**config.mk**
```make
export PLATFORM = sky130hd
export DESIGN_NAME = ysyx_25030085_ifu_flat
export DESIGN_NICKNAME = d
export VERILOG_FILES = /design/src/rtl/ysyx_25030085_ifu_if.sv /design/src/rtl/ysyx_25030085_ifu.sv /design/src/flat_wrapper.sv
export SDC_FILE = /design/constraint.sdc
export NUM_CORES = 1
export LEC_CHECK = 0
export BUFFER_PORTS_ARGS = -buffer_cell sky130_fd_sc_hd__buf_2
export CORE_MARGIN = 4
export CORE_UTILIZATION = 30
export DETAILED_ROUTE_END_ITERATION = 7
export PLACE_DENSITY = 0.64
export SYNTH_ARGS = -nofsm -noshare
export SYNTH_HDL_FRONTEND = slang
export SYNTH_SLANG_ARGS = --single-unit
```
**constraint.sdc**
```tcl
create_clock -name clk -period 5.4 [get_ports clk]
set_clock_uncertainty 0.05 [all_clocks]
set_input_delay 0.81 -clock clk [delete_from_list [all_inputs] [get_ports clk]]
set_output_delay 0.81 -clock clk [all_outputs]
set_load 0.005 [all_outputs]
```
**src/rtl/ysyx_25030085_ifu_if.sv**
```systemverilog
// Fetch-unit bundle: PC-stage inputs, instruction-memory request/response
// channel and the decode-side instruction handshake.
interface ysyx_25030085_ifu_if #(
   parameter int XLEN = 32
);
   logic            fetch_en;
   logic [XLEN-1:0] pc_in;
   logic            mem_req_valid;
   logic            mem_req_ready;
   logic [XLEN-1:0] mem_req_addr;
   logic            mem_rsp_valid;
   logic [XLEN-1:0] mem_rsp_data;
   logic            mem_rsp_err;
   logic            inst_valid;
   logic            inst_ready;
   logic [XLEN-1:0] inst;
   logic [XLEN-1:0] inst_pc;
   logic            inst_fault;
   logic            pc_advance;
   logic            busy;

   modport master (
      input  fetch_en, pc_in, mem_req_ready, mem_rsp_valid, mem_rsp_data,
             mem_rsp_err, inst_ready,
      output mem_req_valid, mem_req_addr, inst_valid, inst, inst_pc,
             inst_fault, pc_advance, busy
   );

   modport slave (
      output fetch_en, pc_in, mem_req_ready, mem_rsp_valid, mem_rsp_data,
             mem_rsp_err, inst_ready,
      input  mem_req_valid, mem_req_addr, inst_valid, inst, inst_pc,
             inst_fault, pc_advance, busy
   );
endinterface

```
**src/rtl/ysyx_25030085_ifu.sv**
```systemverilog
// Instruction fetch unit: one outstanding single-beat read, result held for decode.
// Optional performance counters enabled by defining IFU_PERF_CNT_EN.
module ysyx_25030085_ifu #(
   parameter int              XLEN           = 32,
   parameter logic [XLEN-1:0] NOP_INST       = 'h0000_0013,
   parameter int              TIMEOUT_CYCLES = 255
) (
   input  logic                  clk,
   input  logic                  rst_n,
   ysyx_25030085_ifu_if.master   bus
`ifdef IFU_PERF_CNT_EN
   ,
   output logic [31:0]           perf_fetch_cnt,
   output logic [31:0]           perf_stall_cnt
`endif
);

   typedef enum logic [1:0] {
      S_IDLE = 2'd0,
      S_REQ  = 2'd1,
      S_WAIT = 2'd2,
      S_HOLD = 2'd3
   } state_e;

   localparam logic [15:0] TMO = 16'(TIMEOUT_CYCLES);

   state_e          state_q, state_d;
   logic [XLEN-1:0] addr_q, addr_d;
   logic [XLEN-1:0] inst_q, inst_d;
   logic            fault_q, fault_d;
   logic [15:0]     cnt_q, cnt_d;
   logic            timeout;

   // cnt_q counts completed WAIT cycles, so this fires on the last allowed one
   assign timeout = (cnt_q + 16'd1) == TMO;

   always_ff @(posedge clk or negedge rst_n) begin
      if (!rst_n) begin
         state_q <= S_IDLE;
         addr_q  <= '0;
         inst_q  <= '0;
         fault_q <= 1'b0;
         cnt_q   <= '0;
      end else begin
         state_q <= state_d;
         addr_q  <= addr_d;
         inst_q  <= inst_d;
         fault_q <= fault_d;
         cnt_q   <= cnt_d;
      end
   end

   always_comb begin
      state_d = state_q;
      addr_d  = addr_q;
      inst_d  = inst_q;
      fault_d = fault_q;
      cnt_d   = cnt_q;
      unique case (state_q)
         S_IDLE: begin
            if (bus.fetch_en) begin
               addr_d = bus.pc_in;
               if (bus.pc_in[1:0] != 2'b00) begin
                  state_d = S_HOLD;
                  inst_d  = NOP_INST;
                  fault_d = 1'b1;
               end else begin
                  state_d = S_REQ;
                  fault_d = 1'b0;
               end
            end
         end
         S_REQ: begin
            if (bus.mem_req_ready) begin
               state_d = S_WAIT;
               cnt_d   = '0;
            end
         end
         S_WAIT: begin
            cnt_d = cnt_q + 16'd1;
            // A response in the timeout cycle still delivers its data
            if (bus.mem_rsp_valid) begin
               state_d = S_HOLD;
               inst_d  = bus.mem_rsp_err ? NOP_INST : bus.mem_rsp_data;
               fault_d = bus.mem_rsp_err;
            end else if (timeout) begin
               state_d = S_HOLD;
               inst_d  = NOP_INST;
               fault_d = 1'b1;
            end
         end
         S_HOLD: begin
            if (bus.inst_ready) begin
               state_d = S_IDLE;
               fault_d = 1'b0;
            end
         end
         default: state_d = S_IDLE;
      endcase
   end

   assign bus.mem_req_valid = (state_q == S_REQ);
   assign bus.mem_req_addr  = addr_q;
   assign bus.inst_valid    = (state_q == S_HOLD);
   assign bus.inst          = inst_q;
   assign bus.inst_pc       = addr_q;
   assign bus.inst_fault    = fault_q;
   assign bus.pc_advance    = (state_q == S_HOLD) && bus.inst_ready;
   assign bus.busy          = (state_q != S_IDLE);

`ifdef IFU_PERF_CNT_EN
   logic [31:0] fetch_cnt_q, stall_cnt_q;
   logic        stall;

   assign stall = ((state_q == S_REQ)  && !bus.mem_req_ready) ||
                  ((state_q == S_WAIT) && !bus.mem_rsp_valid) ||
                  ((state_q == S_HOLD) && !bus.inst_ready);

   always_ff @(posedge clk or negedge rst_n) begin
      if (!rst_n) begin
         fetch_cnt_q <= '0;
         stall_cnt_q <= '0;
      end else begin
         if (bus.pc_advance) fetch_cnt_q <= fetch_cnt_q + 32'd1;
         if (stall)          stall_cnt_q <= stall_cnt_q + 32'd1;
      end
   end

   assign perf_fetch_cnt = fetch_cnt_q;
   assign perf_stall_cnt = stall_cnt_q;
`endif

endmodule

```
**src/flat_wrapper.sv**
```systemverilog
// flat-port wrapper written by rule: the top's interface ports become plain ports
module ysyx_25030085_ifu_flat 
#(
   parameter int              XLEN           = 32,
   parameter logic [XLEN-1:0] NOP_INST       = 'h0000_0013,
   parameter int              TIMEOUT_CYCLES = 255
)
  (clk, rst_n, bus_fetch_en, bus_pc_in, bus_mem_req_ready, bus_mem_rsp_valid, bus_mem_rsp_data, bus_mem_rsp_err, bus_inst_ready, bus_mem_req_valid, bus_mem_req_addr, bus_inst_valid, bus_inst, bus_inst_pc, bus_inst_fault, bus_pc_advance, bus_busy);
  ysyx_25030085_ifu_if #(.XLEN(XLEN)) bus_i ();
  input  logic clk;
  input  logic rst_n;
  input wire logic [$bits(bus_i.fetch_en)-1:0] bus_fetch_en;
  input wire logic [$bits(bus_i.pc_in)-1:0] bus_pc_in;
  input wire logic [$bits(bus_i.mem_req_ready)-1:0] bus_mem_req_ready;
  input wire logic [$bits(bus_i.mem_rsp_valid)-1:0] bus_mem_rsp_valid;
  input wire logic [$bits(bus_i.mem_rsp_data)-1:0] bus_mem_rsp_data;
  input wire logic [$bits(bus_i.mem_rsp_err)-1:0] bus_mem_rsp_err;
  input wire logic [$bits(bus_i.inst_ready)-1:0] bus_inst_ready;
  output wire logic [$bits(bus_i.mem_req_valid)-1:0] bus_mem_req_valid;
  output wire logic [$bits(bus_i.mem_req_addr)-1:0] bus_mem_req_addr;
  output wire logic [$bits(bus_i.inst_valid)-1:0] bus_inst_valid;
  output wire logic [$bits(bus_i.inst)-1:0] bus_inst;
  output wire logic [$bits(bus_i.inst_pc)-1:0] bus_inst_pc;
  output wire logic [$bits(bus_i.inst_fault)-1:0] bus_inst_fault;
  output wire logic [$bits(bus_i.pc_advance)-1:0] bus_pc_advance;
  output wire logic [$bits(bus_i.busy)-1:0] bus_busy;
  assign bus_i.fetch_en = bus_fetch_en;
  assign bus_i.pc_in = bus_pc_in;
  assign bus_i.mem_req_ready = bus_mem_req_ready;
  assign bus_i.mem_rsp_valid = bus_mem_rsp_valid;
  assign bus_i.mem_rsp_data = bus_mem_rsp_data;
  assign bus_i.mem_rsp_err = bus_mem_rsp_err;
  assign bus_i.inst_ready = bus_inst_ready;
  assign bus_mem_req_valid = bus_i.mem_req_valid;
  assign bus_mem_req_addr = bus_i.mem_req_addr;
  assign bus_inst_valid = bus_i.inst_valid;
  assign bus_inst = bus_i.inst;
  assign bus_inst_pc = bus_i.inst_pc;
  assign bus_inst_fault = bus_i.inst_fault;
  assign bus_pc_advance = bus_i.pc_advance;
  assign bus_busy = bus_i.busy;
  ysyx_25030085_ifu #(.XLEN(XLEN), .NOP_INST(NOP_INST), .TIMEOUT_CYCLES(TIMEOUT_CYCLES)) u_core (.clk(clk), .rst_n(rst_n), .bus(bus_i));
endmodule
```
---- Yosys cells after proc, flatten, opt, wreduce, memory -nomap -nowiden ----
Index checks and enable logic that the tools add are counted.
W data, S select, Z words.
cells by class
  reduce and logical (&&, ||, !) cells .... 12
  bitwise gates (word level) .............. 0
  add/sub/neg operators ................... 1
  equality and inequality tests ........... 9
  multiply operators ...................... 0
  muxes and demuxes ....................... 21
  shift operators ......................... 0
  order comparisons ....................... 0
  div/mod/pow operators ................... 0
operators by type and width
  operator                 number
  $mux W32                 5
  $pmux W32 S2             1
  $pmux W16 S2             1
  $add A16 B1 Y16 const B  1
  $eq A16 B8 Y1 const B    1
  $mux W16                 1
  $mux W2                  6
  $reduce_and A4 Y1        3
  $pmux W2 S4              1
  $reduce_bool A2 Y1       4
  $ne A2 B2 Y1 const B     3
  $mux W1                  5
  $eq A2 B2 Y1 const B     2
  $reduce_and A2 Y1        2
  $ne A3 B2 Y1 const B     1
  $pmux W1 S3              1
  $reduce_bool A3 Y1       1
  $eq A2 B1 Y1 const B     1
  $logic_not A2 Y1         1
  $ne A2 B1 Y1 const B     1
  $logic_and A1 B1 Y1      1
word-level totals
  bits in latches ......................... 0
  output and inout port bits .............. 101
  RAM bits ................................ 0
  memories ................................ 0
  ROM bits ................................ 0
  register bits ........................... 83
  logic and storage cells ................. 48

---- Logic depth before layout (Yosys ltp) ----
  depth after elaboration ................. 5
  gate-level depth with buffers ........... 10

---- Worst setup path after synthesis ----
Ideal clock, no wire load.
  kind .................................... input-to-reg
  start point ............................. in bus_pc_in[1]
  end point ............................... reg u_core.inst_q[21], in the netlist u_core.bus.inst[21]
  buffers on the path ..................... 2
  stages .................................. 8
  arrival ................................. 2,085 ps
  setup slack ............................. 3,134 ps
  cells stage by stage .................... nor2_1 nor2_1 a21oi_1 nor2_1 clkbuf_1 clkbuf_1 a22oi_1 o21ai_0
on the way
  cells in the longest elaborated chain, start to end .. 3
RTL lines
  element                      RTL line                 source
  start: declaration           flat_wrapper.sv:13       input wire logic [$bits(bus_i.pc_in)-1:0] bus_pc_in;
  $reduce_bool A2 Y1           ysyx_25030085_ifu.sv:63  if (bus.pc_in[1:0] != 2'b00) begin
  $ne A2 B1 Y1 (no line)       n/a
  $reduce_and A4 Y1 (no line)  n/a
  end signal: assignment       ysyx_25030085_ifu.sv:47  inst_q <= inst_d;
  end: declaration             ysyx_25030085_ifu.sv:29  logic [XLEN-1:0] inst_q, inst_d;
No other way between the ends.
A chain may end at the register's enable or synchronous reset.

---- Final worst setup path ----
  start point ............................. reg u_core.cnt_q[1]
  end point ............................... reg u_core.inst_q[25], in the netlist u_core.bus.inst[25]
on the way
  cells in the longest elaborated chain, start to end .. 4
RTL lines
  element                      RTL line                 source
  start: declaration           ysyx_25030085_ifu.sv:31  logic [15:0] cnt_q, cnt_d;
  start signal: assignment     ysyx_25030085_ifu.sv:49  cnt_q <= cnt_d;
  $add A16 B1 Y16              ysyx_25030085_ifu.sv:35  assign timeout = (cnt_q + 16'd1) == TMO;
  $eq A16 B8 Y1                ysyx_25030085_ifu.sv:35
  $ne A3 B2 Y1 (no line)       n/a
  $reduce_and A4 Y1 (no line)  n/a
No other way between the ends.

==> flow_metrics.env <==
export IMPL_multi_input_area_sq_um=1800
export IMPL_clkPwrFrac_pct=20.0
export IMPL_finalWirelength_mm=10.9
export IMPL_firstDrtPassIters=4
export IMPL_rsz0062_at_grt="no"
export IMPL_synth_area_top_cells="dfrtp_1 (49%), mux2_2 (8.5%), buf_4 (6.0%), o21ai_0 (5.3%), a22oi_1 (5.1%)"
export IMPL_period_needed_ns=3.17
export IMPL_antenna_found_initial=0
export IMPL_drtAntennaViolNets=0
export IMPL_numCtsBuffers=9
export IMPL_worstReg2RegEnd="u_core.bus.inst[25]"
export IMPL_grt_total_usage_pct=13.2
export IMPL_drv_cap=0
export IMPL_io_pins=172
export IMPL_final_cell_mix="buf_2 (170), dfrtp_1 (83), o21ai_0 (45)"
export IMPL_clk_pin_slew_worst_paths_ns=0.06
export IMPL_cts_setup_buffers=0
export IMPL_final_util_pct=38.0
export IMPL_dp_hpwl_mm=7.97
export IMPL_core_rowCount=43
export IMPL_slew_violations=0
export IMPL_synth_top_area_share_pct=48.8
export IMPL_seq_area_sq_um=2080
export IMPL_hold_buffers=0
export IMPL_fin_setup_tns_ns=0
export IMPL_synth_seq_cells=83
export IMPL_ys_types=50
export IMPL_cts_repair_resized=0
export IMPL_path_class="register to register"
export IMPL_power_internal_uw=1790
export IMPL_route_detailed_drc=0
export IMPL_finalHoldViolations=0
export IMPL_clock_path_buffers=2
export IMPL_coreArea_sq_um=13900
export IMPL_fillers=1377
export IMPL_power_total_uw=2800
export IMPL_drtIter0Drc=156
export IMPL_syn_inst=415
export IMPL_whs_ns=0.434
export IMPL_die_area_sq_um=16200
export IMPL_cts_tree="built"
export IMPL_grt_pass1_wl_mm=17.2
export IMPL_crit_path_start_kind="register"
export IMPL_grt_ovfl_total=0
export IMPL_n_antenna_cell=0
export IMPL_relSlewSlack_pct=16.1
export IMPL_layout_drive_gt1_share_pct=41.9
export IMPL_initial_utilization_pct=30.7
export IMPL_setup_viol=0
export IMPL_syn_mean_instance_area_sq_um=10.3
export IMPL_die_x_um=127
export IMPL_cp_max_fo=34
export IMPL_cts_htree_levels=3
export IMPL_hp_class="register to register"
export IMPL_power_share_sequential_pct=39.1
export IMPL_synthToLayoutAreaGrowth_pct=24.0
export IMPL_cp_required_ns=5.50
export IMPL_final_common_cell="buf_2"
export IMPL_async_reset_ff_share_pct=100
export IMPL_crit_path_end="u_core.bus.inst[25]"
export IMPL_clkLatencyLatePin_ns=0.33
export IMPL_hp_start="u_core.cnt_q[15]"
export IMPL_ir_drop_mv=0.173
export IMPL_startpoint="u_core.cnt_q[1]"
export IMPL_via_per_inst=4.96
export IMPL_dp_slack_ns=2.20
export IMPL_root_buffer="clkbuf_16"
export IMPL_synth_top_area_cell="dfrtp_1"
export IMPL_setup_ws_ns=2.23
export IMPL_leakage_uw=0.00250
export IMPL_outcome="completed"
export IMPL_grt_pass1_vias=3395
export IMPL_post_route_period_util_pct=58.7
export IMPL_syn_num_nets=494
export IMPL_globalplace_congestion=0.859
export IMPL_power_frac_comb_pct=40.8
export IMPL_ys_seq_area_share_pct=48.8
export IMPL_fin_nets=621
export IMPL_endpoint_kind="register"
export IMPL_sw_frac_of_total_pct=36.2
export IMPL_portBuffers=171
export IMPL_synth_edf_count=0
export IMPL_fp_dieH_um=127
export IMPL_worstPathArrival_ns=3.27
export IMPL_synth_area_sq_um=4260
export IMPL_cts_sinks=83
export IMPL_powerDensity_nw_per_um2=531
export IMPL_p_switching_uw=1020
export IMPL_yosys_warnings=0
export IMPL_max_freq_mhz=316
export IMPL_dr_total_vias=3601
export IMPL_grt_max_degree=84
export IMPL_rr_worst_depth=7
export IMPL_synth_ff_type="dfrtp_1"
export IMPL_worstMarginPinSlew_ns=1.22
export IMPL_routedWlPerCell_um=15.0
export IMPL_r2r_start="u_core.cnt_q[1]"
export IMPL_r2r_slack_ns=2.23
## critical path: stages, from the launching register on
cell and delay, ns:
dfrtp_1 0.44, ha_1 0.28, nand3_1 0.14, nor2_1 0.39, xor2_1 0.21, o311ai_2 0.19
nor3b_4 0.99, o21ai_0 0.27
## logic make-up (layout without fill, tap and decap cells)
kind of cell / after synthesis / after routing / synth area share, %
simple gates: 113 / 113 / 13.7
compound gates: 110 / 110 / 16.8
flops: 83 / 83 / 48.8
buf+inv: 65 / 196 / 9.05
mux: 33 / 33 / 8.70
fa+ha+maj: 8 / 8 / 2.35
xor+xnor: 3 / 3 / 0.617
## flip-flops by register name, summed over array words and instances (netlist names)
name,count
u_core.bus.inst_fault,1
u_core.bus.inst_pc,32
u_core.bus.inst,32
u_core.state_q,2
u_core.cnt_q,16
## metal layers
metal / vias up / global-route usage [%] / part of all wire [%]
met3: 11 / 3.18 / 7.3
met1: 1738 / 15.8 / 40
met4: 0 / 5.87 / 1.3
met5: - / 0 / 0
li1: 1704 / - / -
met2: 148 / 22.4 / 51
## how the worst min path moves through the flow
stage                             endpoint  slack [ns]  cells past startpoint
after CTS                 u_core.cnt_q[15]        0.43                      1
after global routing      u_core.cnt_q[15]        0.47                      1
after global placement    u_core.cnt_q[15]        0.42                      1
final                     u_core.cnt_q[15]        0.43                      1
after floorplan           u_core.cnt_q[15]        0.40                      1
after detailed placement  u_core.cnt_q[15]        0.42                      1
## final cells by class
class / instances / share of cell area, %
sequential: 83 / 39.3
timing repair buffer: 173 / 16.5
tap: 180 / 4.27
inverter: 8 / 0.569
multi-input combinational: 267 / 34.2
clock buffer: 12 / 4.67
clock inverter: 3 / 0.450
## cell usage after synthesis (all sizes together) (3+ instances only)
cell type / count
a21oi: 7
a22oi: 29
a31oi: 3
and2: 3
and3: 4
and4: 4
buf: 43
clkbuf: 14
dfrtp: 83
ha: 8
inv: 8
mux2: 32
nand2: 43
nand2b: 7
nand3: 10
nand3b: 3
nand4: 6
nor2: 19
nor3: 5
o21ai: 50
o311a: 4
o31ai: 4
or3: 3
## per-stage QoR
| stage | std cells | cell area (sq um) |
|---|---|---|
| final | 726 | 5280 |
| after global routing | 726 | 5280 |
| after CTS | 726 | 5280 |
| after detailed placement | 711 | 5010 |
| after global placement | 711 | 5010 |
| after floorplan | 415 | 4260 |
## power by group through the flow
stage | combinational (uW) | sequential [uW] | clock (uW)
floorplan | 748 | 1100 | 0
global placement | 1150 | 1090 | 0
detailed placement | 1170 | 1110 | 0
CTS | 1170 | 1100 | 586
global route | 1270 | 1140 | 614
finish | 1140 | 1100 | 561
No activity file was read; power rests on OpenSTA's default activity.
